$ cat config.mk
export PLATFORM = sky130hd
export DESIGN_NAME = pattern_detector
export DESIGN_NICKNAME = d
export VERILOG_FILES = /design/src/rtl/pattern_detector_pkg.sv /design/src/rtl/sipo_shreg.sv /design/src/rtl/pattern_detector.sv
export SDC_FILE = /design/constraint.sdc
export NUM_CORES = 1
export LEC_CHECK = 0
export CELL_PAD_IN_SITES_DETAIL_PLACEMENT = 1
export CELL_PAD_IN_SITES_GLOBAL_PLACEMENT = 1
export CORE_MARGIN = 1
export CORE_UTILIZATION = 43
export CTS_CLUSTER_DIAMETER = 150
export DETAILED_ROUTE_END_ITERATION = 8
export PLACE_DENSITY_LB_ADDON = 0.2
export SLEW_MARGIN = 30
export SYNTH_ARGS = -nofsm -noshare
export SYNTH_HDL_FRONTEND = slang
export SYNTH_SLANG_ARGS = --single-unit
$ cat constraint.sdc
create_clock -name clk -period 2.6 [get_ports clk]
set_input_delay 0.52 -clock clk [delete_from_list [all_inputs] [get_ports clk]]
set_output_delay 0.52 -clock clk [all_outputs]
set_load 0.005 [all_outputs]
$ cat src/rtl/pattern_detector_pkg.sv
// rtl/pattern_detector_pkg.sv - shared state encoding and parameter limits for pattern_detector
package pattern_detector_pkg;

  typedef enum logic [1:0] {
    IDLE   = 2'd0,
    LOAD   = 2'd1,
    FILL   = 2'd2,
    DETECT = 2'd3
  } state_e;

  localparam int WIDTH_MIN = 2;
  localparam int WIDTH_MAX = 32;
  localparam int CNT_W_MIN = 1;
  localparam int CNT_W_MAX = 16;

endpackage

$ cat src/rtl/sipo_shreg.sv
// rtl/sipo_shreg.sv - serial-in parallel-out shift register, new bit enters bit 0
module sipo_shreg #(
  parameter int WIDTH = 4
) (
  input  logic             clk,
  input  logic             rst_n,
  input  logic             clr,
  input  logic             en,
  input  logic             din,
  output logic [WIDTH-1:0] q
);

  logic [WIDTH-1:0] q_d, q_q;

  always_comb begin
    q_d = q_q;
    if (clr) begin
      q_d = '0;
    end else if (en) begin
      q_d = {q_q[WIDTH-2:0], din};
    end
  end

  always_ff @(posedge clk or negedge rst_n) begin
    if (!rst_n) begin
      q_q <= '0;
    end else begin
      q_q <= q_d;
    end
  end

  assign q = q_q;

endmodule

$ cat src/rtl/pattern_detector.sv
// rtl/pattern_detector.sv - serial-programmed overlapping pattern detector with saturating match count
// Optional don't-care mask via PATTERN_DETECTOR_MASK_EN (adds mask_bit port and msk register).
module pattern_detector
  import pattern_detector_pkg::*;
#(
  parameter int WIDTH = 4,
  parameter int CNT_W = 8
) (
  input  logic             clk,
  input  logic             rst_n,
  input  logic             sig,
  input  logic             prgm,
`ifdef PATTERN_DETECTOR_MASK_EN
  input  logic             mask_bit,
`endif
  output logic             out,
  output logic             armed,
  output logic [CNT_W-1:0] match_count
);

  localparam int CW = $clog2(WIDTH + 1);
  localparam logic [CW-1:0]    FULL    = CW'(WIDTH);
  localparam logic [CNT_W-1:0] CNT_MAX = '1;

  state_e           state_d, state_q;
  logic [CW-1:0]    load_cnt_d, load_cnt_q;
  logic [CW-1:0]    fill_cnt_d, fill_cnt_q;
  logic             out_d, out_q;
  logic             armed_d, armed_q;
  logic [CNT_W-1:0] cnt_d, cnt_q;

  logic [WIDTH-1:0] pat, sreg, sreg_next, diff;
  logic             sreg_en, hit;

  // The stream register also takes the falling-prgm bit as the first stream bit.
  assign sreg_en = !prgm && ((state_q == FILL) || (state_q == DETECT) ||
                             ((state_q == LOAD) && (load_cnt_q == FULL)));

  sipo_shreg #(.WIDTH(WIDTH)) u_pat (
    .clk(clk), .rst_n(rst_n), .clr(1'b0), .en(prgm), .din(sig), .q(pat)
  );

  sipo_shreg #(.WIDTH(WIDTH)) u_sreg (
    .clk(clk), .rst_n(rst_n), .clr(prgm), .en(sreg_en), .din(sig), .q(sreg)
  );

  assign sreg_next = {sreg[WIDTH-2:0], sig};

`ifdef PATTERN_DETECTOR_MASK_EN
  logic [WIDTH-1:0] msk;

  sipo_shreg #(.WIDTH(WIDTH)) u_msk (
    .clk(clk), .rst_n(rst_n), .clr(1'b0), .en(prgm), .din(mask_bit), .q(msk)
  );

  assign diff = (sreg_next ^ pat) & ~msk;
`else
  assign diff = sreg_next ^ pat;
`endif

  assign hit = (diff == '0);

  always_comb begin
    state_d    = state_q;
    load_cnt_d = load_cnt_q;
    fill_cnt_d = fill_cnt_q;
    out_d      = 1'b0;
    armed_d    = armed_q;
    cnt_d      = cnt_q;
    if (prgm) begin
      state_d    = LOAD;
      fill_cnt_d = '0;
      armed_d    = 1'b0;
      if (state_q != LOAD) begin
        load_cnt_d = CW'(1);
        cnt_d      = '0;
      end else if (load_cnt_q != FULL) begin
        load_cnt_d = load_cnt_q + CW'(1);
      end
    end else begin
      case (state_q)
        LOAD: begin
          if (load_cnt_q == FULL) begin
            state_d    = FILL;
            fill_cnt_d = CW'(1);
            armed_d    = 1'b1;
          end else begin
            state_d = IDLE;
            armed_d = 1'b0;
          end
        end
        FILL, DETECT: begin
          if (fill_cnt_q != FULL) begin
            fill_cnt_d = fill_cnt_q + CW'(1);
          end
          if (fill_cnt_d == FULL) begin
            state_d = DETECT;
          end
          out_d = hit && (fill_cnt_d == FULL);
          if (out_d && (cnt_q != CNT_MAX)) begin
            cnt_d = cnt_q + CNT_W'(1);
          end
        end
        default: ;
      endcase
    end
  end

  always_ff @(posedge clk or negedge rst_n) begin
    if (!rst_n) begin
      state_q    <= IDLE;
      load_cnt_q <= '0;
      fill_cnt_q <= '0;
      out_q      <= 1'b0;
      armed_q    <= 1'b0;
      cnt_q      <= '0;
    end else begin
      state_q    <= state_d;
      load_cnt_q <= load_cnt_d;
      fill_cnt_q <= fill_cnt_d;
      out_q      <= out_d;
      armed_q    <= armed_d;
      cnt_q      <= cnt_d;
    end
  end

  assign out         = out_q;
  assign armed       = armed_q;
  assign match_count = cnt_q;

endmodule

==> results.md, run 1 <==
* Port-buffer cells at 13
* First-pass GRT wire length at 5161 µm
* Warnings from Yosys at 0
* Largest cells by area after synthesis: dfrtp_1, ha_1, nand2_1
* Final slew viol count at 0
* Setup CP Type: register to register
* Area of the multi-input gates at ~660 µm²
* Die height at roughly 58 µm
* Final count of hold timing violations at 0
* Violated checks: design-rule violations
* Slew headroom at 0.5592
* Post-layout min period at roughly 2.4 ns
* CTS buffer count at 3
* Max IR drop VDD at 0.2646 mV
* Pwr dens at 574.4 nW/µm²
* FF/Latch Area at 626.9 µm²
* Via count at 1034
* Post-synth top area share at 0.4721
* Sequential area share after synthesis at 0.4721
* Die W at 57.51 µm
* CTS tree: built
* Vias per cell at 5.650
* Vias in the first global route at 1136
* Drt initial violations at 37
* Critical path required time at 2.81 ns
* Biggest fanout along the worst timing path at 6
* Ports at 14
* Post-route ant nets at 0
* Max_cap viols at 0
* Worst-margin pin slew at 0.6581 ns
* Area grow syn2layout at 16.81%
* # diodes at 0
* GRT overflow at 0
* TritonRoute pass-1 iters at 6
* Nets at 162
* WL/cell at 15.28 µm
* Worst hold path class: register to register
* Utilization after layout at 0.5471
* Core Box Area at 2829 µm²
* Startpoint types: register
* WL final at 2797 µm
* CTS Hold Bufs at 0
* FP Rows at 19
* Fmax at roughly 410 MHz
* Synth Area per Inst at 9.963 µm²
* Worst skew pair latency at 0.31 ns
* Total GRT Usage at 0.2036
* Critical Path AT at approximately 2.7 ns
* Htree depth at 1
* Tcrit/Tclk final at 0.9366
* Die ar. at 3307 µm²
* RSZ-0062 raised after global routing: no
* Hpwl dp at ~2200 µm
* Clock sinks at 25
* Initial antenna violation count at 0
* # DRC at 1
* Clk buf depth at 2
* Post-synthesis register bit count at 25
* Root buf cell: clkbuf_4
* # setup viols final at 0
* Pin count of the biggest net entering global routing at 26
* Gp weighted congestion at ~0.8
* Status: complete, but fails checks
* Syn Inst Count at 133
* Post-synth top area cell: dfrtp_1
* Final setup TNS at 0 ns
* Netlist cell types at 34
* Setup crit end kind: register
* CTS clock-pin slew for the worst setup and hold paths at about 0.13 ns
* Net count after synthesis at roughly 140
* Filler instances at roughly 340
* Lkg Pwr at 0.6851 nW
* Synthesized area at 1325 µm²
* Reg2reg setup slack at 0.16 ns
* Initial Util at 0.4684
* Share of cells above drive strength 1 at 0.1118
* Skew final at 0.004874 ns
[cell usage after synthesis]
cell	instances
a31oi_1	1
ha_1	5
o211ai_1	2
or3b_1	2
nor2b_1	2
dfrtp_1	25
inv_1	8
xor2_1	4
a311oi_4	1
mux2i_1	3
nand4b_1	2
buf_1	1
or4_1	1
xnor2_1	3
and3_1	2
a22oi_1	1
a31o_2	1
o21ai_0	8
nor2_1	9
nand4_4	1
nand4_1	2
or3_1	2
or2_2	1
mux2_2	4
clkbuf_1	2
nand2b_1	4
nand3_1	9
nand2_1	13
o311ai_1	1
a21oi_1	7
nor3_1	2
and2_1	2
a221oi_1	1
nand3b_1	1
[state kept, by name, indices dropped and copies added, names as in the netlist]
name	count
load_cnt_q	3
u_sreg.q	3
state_q	2
u_pat.q	4
out	1
armed	1
match_count	8
fill_cnt_q	3
[power breakdown]
group          internal (mW)  leakage, nW  total [mW]  switching, mW
registers              0.438        0.331       0.498         0.0598
logic                  0.103        0.339       0.218          0.116
clock network         0.0599       0.0150       0.173          0.113
total                  0.601        0.685       0.889          0.288
[metrics by stage]
| stage | area [µm²] | hold slack [ns] | worst slack, ns | power, mW | cells |
|---|---|---|---|---|---|
| 2_1_floorplan | 1325 | 0.2244 | 0.3324 | 0.6431 | 133 |
| 3_3_place_gp | 1520 | 0.4924 | 0.2671 | 0.7036 | 179 |
| 3_5_place_dp | 1520 | 0.5094 | 0.08823 | 0.7282 | 179 |
| 4_1_cts | 1546 | 0.5395 | 0.05886 | 0.9051 | 183 |
| 5_1_grt | 1548 | 0.5710 | 0.04039 | 0.9624 | 183 |
| 6_report | 1548 | 0.5318 | 0.1648 | 0.8891 | 183 |
[worst max-delay path, stage by stage, from the launching register on]
cell and delay, ns:
dfrtp_2 0.49, ha_1 0.26, or3b_1 0.42, a311oi_4 0.35, nand4b_1 0.29, or3b_1 0.43, o311ai_1 0.10
[placed cells by master (no fill, tap or decap), types with 4 or more instances in the layout]
master,netlist,routed
dfrtp_1,25,24
nand2_1,13,13
clkdlybuf4s50_1,0,13
nand3_1,9,9
nor2_1,9,9
inv_1,8,8
o21ai_0,8,8
a21oi_1,7,7
ha_1,5,5
buf_4,0,5
xor2_1,4,4
nand2b_1,4,4
mux2_2,4,4
[per-layer routing]
layer	share of wire	wire, µm	GRT usage
met4	0.0061	17	0.07317
met5	0	0	0
met3	0.021	60	0.02268
met1	0.48	1339	0.2613
met2	0.49	1379	0.3538
[what timing repair did]
| action | 4_1_cts | 5_1_grt |
|---|---|---|
| buffers inserted | 0 | 0 |
| resized for setup | 0 | 1 |
| endpoints found under the setup margin | 0 | 3 |
[cells by family (layout without fill, tap and decap cells)]
group	count (synthesis)	after routing	share of synthesized area
DFF	25	25	0.4721
AOI/OAI and AO/OA	23	23	0.1180
adders and majority gates	5	5	0.04721
muxes	7	7	0.05666
buffers and inverters	11	30	0.03116
and+or+nand+nor	55	55	0.2285
xor gates and xnor gates	7	7	0.04627
[final cells by class]
type / instances / share of cell area
inverters: 8 / 0.01940
multi-input cells: 97 / 0.4252
repair buffers: 18 / 0.1083
well taps: 31 / 0.02506
flip-flops and latches: 25 / 0.4050
clock buffers: 4 / 0.01698
[path summary, 6_finish.rpt]
kind | depth (start not counted) | to | start
worst max-delay path | 6 | match_count[2]$_DFFE_PN0P_ | fill_cnt_q[0]$_DFFE_PN0P_
worst min-delay path | 1 | load_cnt_q[0]$_DFFE_PN0P_ | load_cnt_q[0]$_DFFE_PN0P_
worst max register to register | 6 | match_count[2]$_DFFE_PN0P_ | fill_cnt_q[0]$_DFFE_PN0P_
worst min register to register | 1 | load_cnt_q[0]$_DFFE_PN0P_ | load_cnt_q[0]$_DFFE_PN0P_
max in group asynchronous | 2 | fill_cnt_q[0]$_DFFE_PN0P_ | rst_n
min in group asynchronous | 2 | load_cnt_q[2]$_DFFE_PN0P_ | rst_n
(Power assumes the default switching activity.)
==> run 2: changes to the inputs <==
- SKIP_LAST_GASP: default -> 1
==> results of run 2 <==
No change in the layout: final DEF, timing and power equal those of run 1.
==> run 3: changes to the inputs <==
- CORE_UTILIZATION: 43 -> 46
- clock period: 2.6 -> 3.04 ns (I/O delays scaled with it)
==> results.md, run 3 (synthesized netlist as in run 1, its figures left out) <==
* Die height at about 56 µm
* Worst Path Buf+Inv at 1
* Crit-path most repeated cell: or3b_1
* Number of cells on the critical path at 7
* Clk buf depth at 2
* Fmax at 387.6 MHz
* # DRC at 0
* Initial antenna violation count at 0
* Pin count of the biggest net entering global routing at 26
* Post-route ant nets at 0
* Max reg flops at 8
* Final slew viol count at 0
* Worst skew pair latency at around 0.31 ns
* Setup CP Type: register to register
* Reg2reg setup slack at 0.46 ns
* Pwr dens at 490.1 nW/µm²
* Vias in the first global route at ~1100
* Core Box Area at 2734 µm²
* Status: finished, final reports clean
* CTS clock-pin slew for the worst setup and hold paths at 0.12 ns
* Setup crit end kind: register
* Lkg Pwr at 0.6736 nW
* CTS buffer count at 3
* WL final at about 2700 µm
* Utilization after layout at 0.5574
* Vias per cell at 5.572
* Hpwl dp at 2038 µm
* Slowest cell on crit path: dfrtp_1
* FF-to-FF path depth at 7
* Area grow syn2layout at 15.01%
* Total GRT Usage at 0.2020
* TritonRoute pass-1 iters at 4
* Via count at 1003
* Htree depth at 1
* Post-route cell area at 1524 µm²
* Gp weighted congestion at 0.8023
* Setup WS post-layout at roughly 0.46 ns
* Final setup TNS at 0 ns
* Worst-path cell chain: inv_1, ha_1, or3b_1, a311oi_4, nand4b_1, or3b_1, o311ai_1
* Hold WS at 0.5453 ns
* GRT overflow at 0
* Most common cell after layout, fill and taps aside: dfrtp_1
* Die ar. at 3099 µm²
* FP Rows at 19
* Placed Area at 1498 µm²
* Startpoint types: register
* # setup viols final at 0
* Critical Path AT at 2.80 ns
* Biggest fanout along the worst timing path at 8
* Max_cap viols at 0
* Commonest non-fill, non-tap cells in the layout: dfrtp_1, nand2_1, clkdlybuf4s50_1
* Initial Util at 0.4847
* Tcrit/Tclk final at 0.8487
* First-pass GRT wire length at 4885 µm
* # diodes at 0
* Clock sinks at 25
* # resized after CTS at 0
* CTS Hold Bufs at 0
* Placed cell count at 176
* Layout Cells excl Fill at between 150 and 200
* WL/cell at approximately 15 µm
* Post-CTS setup buffer count at 0
* Max IR drop VDD at between 0.3 and 0.4 mV
* Overall Power at between 0.7 and 0.8 mW
* Worst hold path class: register to register
* Worst path max stage delay at 0.50 ns
* Die W at 55.67 µm
* Drt initial violations at 35
* Share of cells above drive strength 1 at 0.08725
* Critical path required time at 3.26 ns
* Post-layout min period at roughly 2.6 ns
* Port-buffer cells at 13
* Nets at approximately 160
* Ports at 14
* Skew final at 0.004307 ns
* RSZ-0062 raised after global routing: no
* Top delay family on crit path: simple AND/OR/NAND/NOR gates
* Worst slack, placed at roughly 0.47 ns
* Worst-margin pin slew at 0.7132 ns
* CTS tree: built
* Slew headroom at 0.5223
* Final count of hold timing violations at 0
* Root buf cell: clkbuf_4
* Hold depth at 2
-- run 3: worst reg2reg max path: stages, from the launching register on --
cell and delay [ns]:
dfrtp_1 0.50, inv_1 0.07, ha_1 0.23, or3b_1 0.40, a311oi_4 0.36, nand4b_1 0.35
or3b_1 0.46, o311ai_1 0.10
-- run 3: worst paths after layout --
| path | from | end |
|---|---|---|
| max reg2reg | fill_cnt_q[0]$_DFFE_PN0P_ | match_count[2]$_DFFE_PN0P_ |
| min reg2reg | load_cnt_q[1]$_DFFE_PN0P_ | load_cnt_q[1]$_DFFE_PN0P_ |
| max | fill_cnt_q[0]$_DFFE_PN0P_ | match_count[2]$_DFFE_PN0P_ |
| min | load_cnt_q[1]$_DFFE_PN0P_ | load_cnt_q[1]$_DFFE_PN0P_ |
| max in group asynchronous | rst_n | match_count[7]$_DFFE_PN0P_ |
| min in group asynchronous | rst_n | load_cnt_q[2]$_DFFE_PN0P_ |
-- run 3: power breakdown --
| group | internal [mW] | switching, mW |
|---|---|---|
| registers | 0.374 | 0.0499 |
| clock network | 0.0513 | 0.0918 |
| logic | 0.0847 | 0.0950 |
-- run 3: final cells by class --
type / instances / area (µm²)
fillers: 310 / 1210
multi-input cells: 97 / 658.1
flip-flops and latches: 25 / 625.6
repair buffers: 15 / 145.1
well taps: 31 / 38.79
inverters: 8 / 30.03
clock buffers: 4 / 26.28
-- run 3: layer usage --
layer | up-vias | share of wire | GRT usage
met5 | - | 0 | 0
met1 | 489 | 0.47 | 0.2655
met4 | 0 | 0.017 | 0.08571
met3 | 5 | 0.020 | 0.03023
met2 | 10 | 0.49 | 0.3322
li1 | 499 | - | -
